**src/rtl/rr_arbiter4.sv**
```systemverilog
// Four-requester round-robin arbiter with registered, held grants.
// Optional hold-limit revoke compiled in with RR_ARBITER4_TIMEOUT_EN.
module rr_arbiter4 #(
  parameter int unsigned HOLD_MAX = 15
) (
  input  logic       clk,
  input  logic       rst_n,
  input  logic [3:0] req,
  input  logic       done,
  output logic [1:0] grant_idx,
  output logic       grant_valid,
  output logic       timeout
);

  if (HOLD_MAX < 1 || HOLD_MAX > 255) begin : g_bad_hold_max
    $error("rr_arbiter4: HOLD_MAX must be in 1..255");
  end

  typedef enum logic {
    IDLE,
    GRANT
  } state_t;

  state_t     state, state_nx;
  logic [1:0] last, last_nx;
  logic [1:0] idx_nx;
  logic       valid_nx;
  logic [1:0] sel;
  logic       sel_hit;
  logic       release_now;

  // Scan last+1 .. last+4; the 2-bit cast wraps the pointer modulo 4.
  always_comb begin
    logic [1:0] cand;
    sel     = '0;
    sel_hit = 1'b0;
    cand    = '0;
    for (int unsigned i = 1; i <= 4; i++) begin
      cand = last + 2'(i);
      if (!sel_hit && req[cand]) begin
        sel     = cand;
        sel_hit = 1'b1;
      end
    end
  end

  assign release_now = done || !req[grant_idx];

`ifdef RR_ARBITER4_TIMEOUT_EN
  localparam logic [7:0] HOLD_LAST = 8'(HOLD_MAX - 1);

  logic [7:0] cnt, cnt_nx;
  logic       timeout_nx;

  always_comb begin
    state_nx   = state;
    idx_nx     = grant_idx;
    valid_nx   = grant_valid;
    last_nx    = last;
    cnt_nx     = cnt;
    timeout_nx = 1'b0;
    case (state)
      IDLE: begin
        valid_nx = 1'b0;
        if (sel_hit) begin
          state_nx = GRANT;
          idx_nx   = sel;
          last_nx  = sel;
          valid_nx = 1'b1;
          cnt_nx   = '0;
        end
      end
      GRANT: begin
        // Release takes precedence over the hold limit.
        if (release_now) begin
          state_nx = IDLE;
          valid_nx = 1'b0;
        end else if (cnt == HOLD_LAST) begin
          state_nx   = IDLE;
          valid_nx   = 1'b0;
          timeout_nx = 1'b1;
        end else if (cnt != '1) begin
          cnt_nx = cnt + 8'd1;
        end
      end
      default: begin
        state_nx = IDLE;
        valid_nx = 1'b0;
      end
    endcase
  end

  always_ff @(posedge clk) begin
    if (!rst_n) begin
      cnt     <= '0;
      timeout <= 1'b0;
    end else begin
      cnt     <= cnt_nx;
      timeout <= timeout_nx;
    end
  end
`else
  always_comb begin
    state_nx = state;
    idx_nx   = grant_idx;
    valid_nx = grant_valid;
    last_nx  = last;
    case (state)
      IDLE: begin
        valid_nx = 1'b0;
        if (sel_hit) begin
          state_nx = GRANT;
          idx_nx   = sel;
          last_nx  = sel;
          valid_nx = 1'b1;
        end
      end
      GRANT: begin
        if (release_now) begin
          state_nx = IDLE;
          valid_nx = 1'b0;
        end
      end
      default: begin
        state_nx = IDLE;
        valid_nx = 1'b0;
      end
    endcase
  end

  assign timeout = 1'b0;
`endif

  always_ff @(posedge clk) begin
    if (!rst_n) begin
      state       <= IDLE;
      grant_idx   <= '0;
      grant_valid <= 1'b0;
      last        <= '1;
    end else begin
      state       <= state_nx;
      grant_idx   <= idx_nx;
      grant_valid <= valid_nx;
      last        <= last_nx;
    end
  end

endmodule

```
**config.mk**
```make
export PLATFORM = sky130hd
export DESIGN_NAME = rr_arbiter4
export DESIGN_NICKNAME = d
export VERILOG_FILES = /design/src/rtl/rr_arbiter4.sv
export SDC_FILE = /design/constraint.sdc
export NUM_CORES = 1
export LEC_CHECK = 0
export CAP_MARGIN = 10
export CORE_AREA = 3 3 40 42
export CTS_CLUSTER_DIAMETER = 40
export CTS_CLUSTER_SIZE = 25
export DETAILED_ROUTE_END_ITERATION = 16
export DIE_AREA = 0 0 43 45
export PLACE_DENSITY = 0.58
export SYNTH_ARGS = -nofsm -noshare
export SYNTH_HDL_FRONTEND = slang
export SYNTH_SLANG_ARGS = --single-unit
```
**constraint.sdc**
```tcl
create_clock -name clk -period 2.1 [get_ports clk]
set_input_delay 0.42 -clock clk [delete_from_list [all_inputs] [get_ports clk]]
set_output_delay 0.42 -clock clk [all_outputs]
set_load 0.05 [all_outputs]
```
==> run metrics <==
critical path class=reg -> out; top_reg_cell synth=dfxtp_1; largest net degree at the start of global routing=8; critical path endpoint category=output pin; Pleak=~0.00018 uW; Final Slew Violations=0; Worst setup SP type=register; CP Cell Sequence=clkdlybuf4s50_1; drt drc=0; Post-DP HPWL=approximately 600 um; Inserted Clock Buffers=3; r2r setup slk=0.77 ns; top-area cell type share of the netlist area=32.0%; worst setup path start=grant_idx[0]$_SDFFE_PN0P_; antenna violations before repair=0; yosys warns=0; filler instances=133; Post-CTS Setup Inserts=0; post-route minimum period=1.89 ns; Starting DRT DRC Count=5; endpoints failing hold=0; Storage cell area=120 um^2; Syn Inst Count=about 40; layout cell share with drive strength beyond 1=19.2%; via count=~350; antenna cells=0; vias in the first global route=309; clock network fraction of total power=27.8%; first-pass GRT wire length=1280 um; drt total wl=766 um; fraction of registers with async set/reset=0%; Longest Clk Path Bufs=2; post-layout instance area=499 um^2; Via density=5.24; Die Ht=45 um; Routed Antenna Nets=0; CP max stage delay=0.83 ns; Post-synth EDFFs=0; Setup violations, final=0; commonest cells after routing, fill and taps aside=clkdlybuf4s50_1, dfxtp_1, mux2i_1, nand2_1, clkbuf_4; part of the power in combinational logic=between 30% and 40%; post-synthesis net count=48; crit path DAT=1.47 ns; clk sinks=6; CP delay by family, top=buffers and inverters; top cells by area, synth=dfxtp_1, mux2i_1, a311oi_2, nand3b_1, or2b_1; CTS tree=built; Critical R2R Launch=state$_SDFF_PN0_; HP Start=grant_valid$_SDFFE_PN0P_; Hold-fix buffers, CTS=0; Clock transition at path regs=~0.040 ns; fin util=38.9%; routability cong.=0.705; part of the power in registers=40.7%; register area share after synthesis=about a third; Post-CTS Resized=0; Crit-path slowest cell=clkdlybuf4s50_1; Tot GR Track Use=under 10%; Pint=245 uW; Cell Area, Synth=~380 um^2; Setup TNS=0 ns; first-pass detailed-route iteration total=2; largest area contributor in the netlist=dfxtp_1; most common cell after layout, fill and taps aside=clkdlybuf4s50_1; Top-Level Pins=11; overall power=between 300 and 400 uW; crit share post-route=90.1%; Fin Clk Skew=0.00309 ns; Seq cells post-synth=6; headroom to the max-slew limit=66.8%; Synth cell types=28; multi-input logic area=roughly 240 um^2; Hold WC Path Type=reg -> reg; Initial Util=slightly below 30%; Sw Ratio=roughly 31%; std cell rows=13; Die Width=43 um; maxcap violations=0; Least-Margin Pin Slew=0.497 ns; H-tree depth=1; crit path max fanout=4; full die area=1940 um^2; Worst VDD drop=between 0.4 and 0.5 mV; worst skew pair latency=0.24 ns; CP bufs+invs=1; Pwr Density=712 nW/um^2; status=finished clean; core area=1280 um^2; Root Buffer=clkbuf_4; Placed Area=477 um^2; Layout Nets=61; grt total ovfl=0; sw power=111 uW; area grow syn2layout=33.0%; syn_area_per_cell=9.16 um^2; highest clock rate=528 MHz; Wirelength per Cell=11.4 um; PortBufs=9; Worst EP required=approximately 1.7 ns; unrepaired setup endpoints after global routing=false
[final cells by class]
class	instances	share of cell area, %
clock buffers	3	4.51
inverters	2	1.50
multi-input cells	32	48.1
flip-flops and latches	6	24.1
well taps	15	3.76
repair buffers	9	18.0
[metrics by stage]
step           setup WS, ns  hold slack (ns)  std cells
5_1_grt               0.172            0.525         67
4_1_cts               0.189            0.493         67
2_1_floorplan         0.715            0.511         41
3_5_place_dp          0.162            0.478         64
6_report              0.208            0.488         67
3_3_place_gp          0.158            0.483         64
[kinds of logic after synthesis]
logic type	share of synthesized area [%]
muxes	8.00
other	0.999
buffers and inverters	4.00
AOI/OAI and AO/OA	33.0
and+or+nand+nor	22.0
DFF	32.0
[worst paths after layout]
check,to,cells after the start
setup / recovery,grant_idx[0],1
hold / removal,grant_valid$_SDFFE_PN0P_,1
setup reg to reg,grant_valid$_SDFFE_PN0P_,3
hold reg to reg,grant_valid$_SDFFE_PN0P_,1
[flip-flops by register name, indices dropped and copies added (netlist names)]
register     flops
grant_idx        2
last             2
grant_valid      1
state            1
[cells in the mapped netlist, drive strengths merged, types with 2 or more instances]
cell	number
mux2i	3
nand3b	2
a21oi	2
inv	2
dfxtp	6
nand2	3
or2b	2
[power by group through the flow]
stage               Sequential [uW]  Clock [uW]  Combinational, uW
floorplan                       165           0               54.5
global placement                148           0                112
detailed placement              146           0                112
CTS                             145         104                112
global route                    147         113                121
finish                          145        98.7                112
[metal layers]
layer | track usage, % | routed length (um) | up-vias | part of all wire (%)
li1 | - | - | 184 | -
met4 | 3.61 | 0 | 0 | 0
met3 | 4.78 | 56 | 0 | 7.3
met2 | 12.6 | 290 | 11 | 38
met5 | 0 | 0 | - | 0
met1 | 12.1 | 419 | 156 | 55
Note: power is estimated with default switching activity, not from simulation.
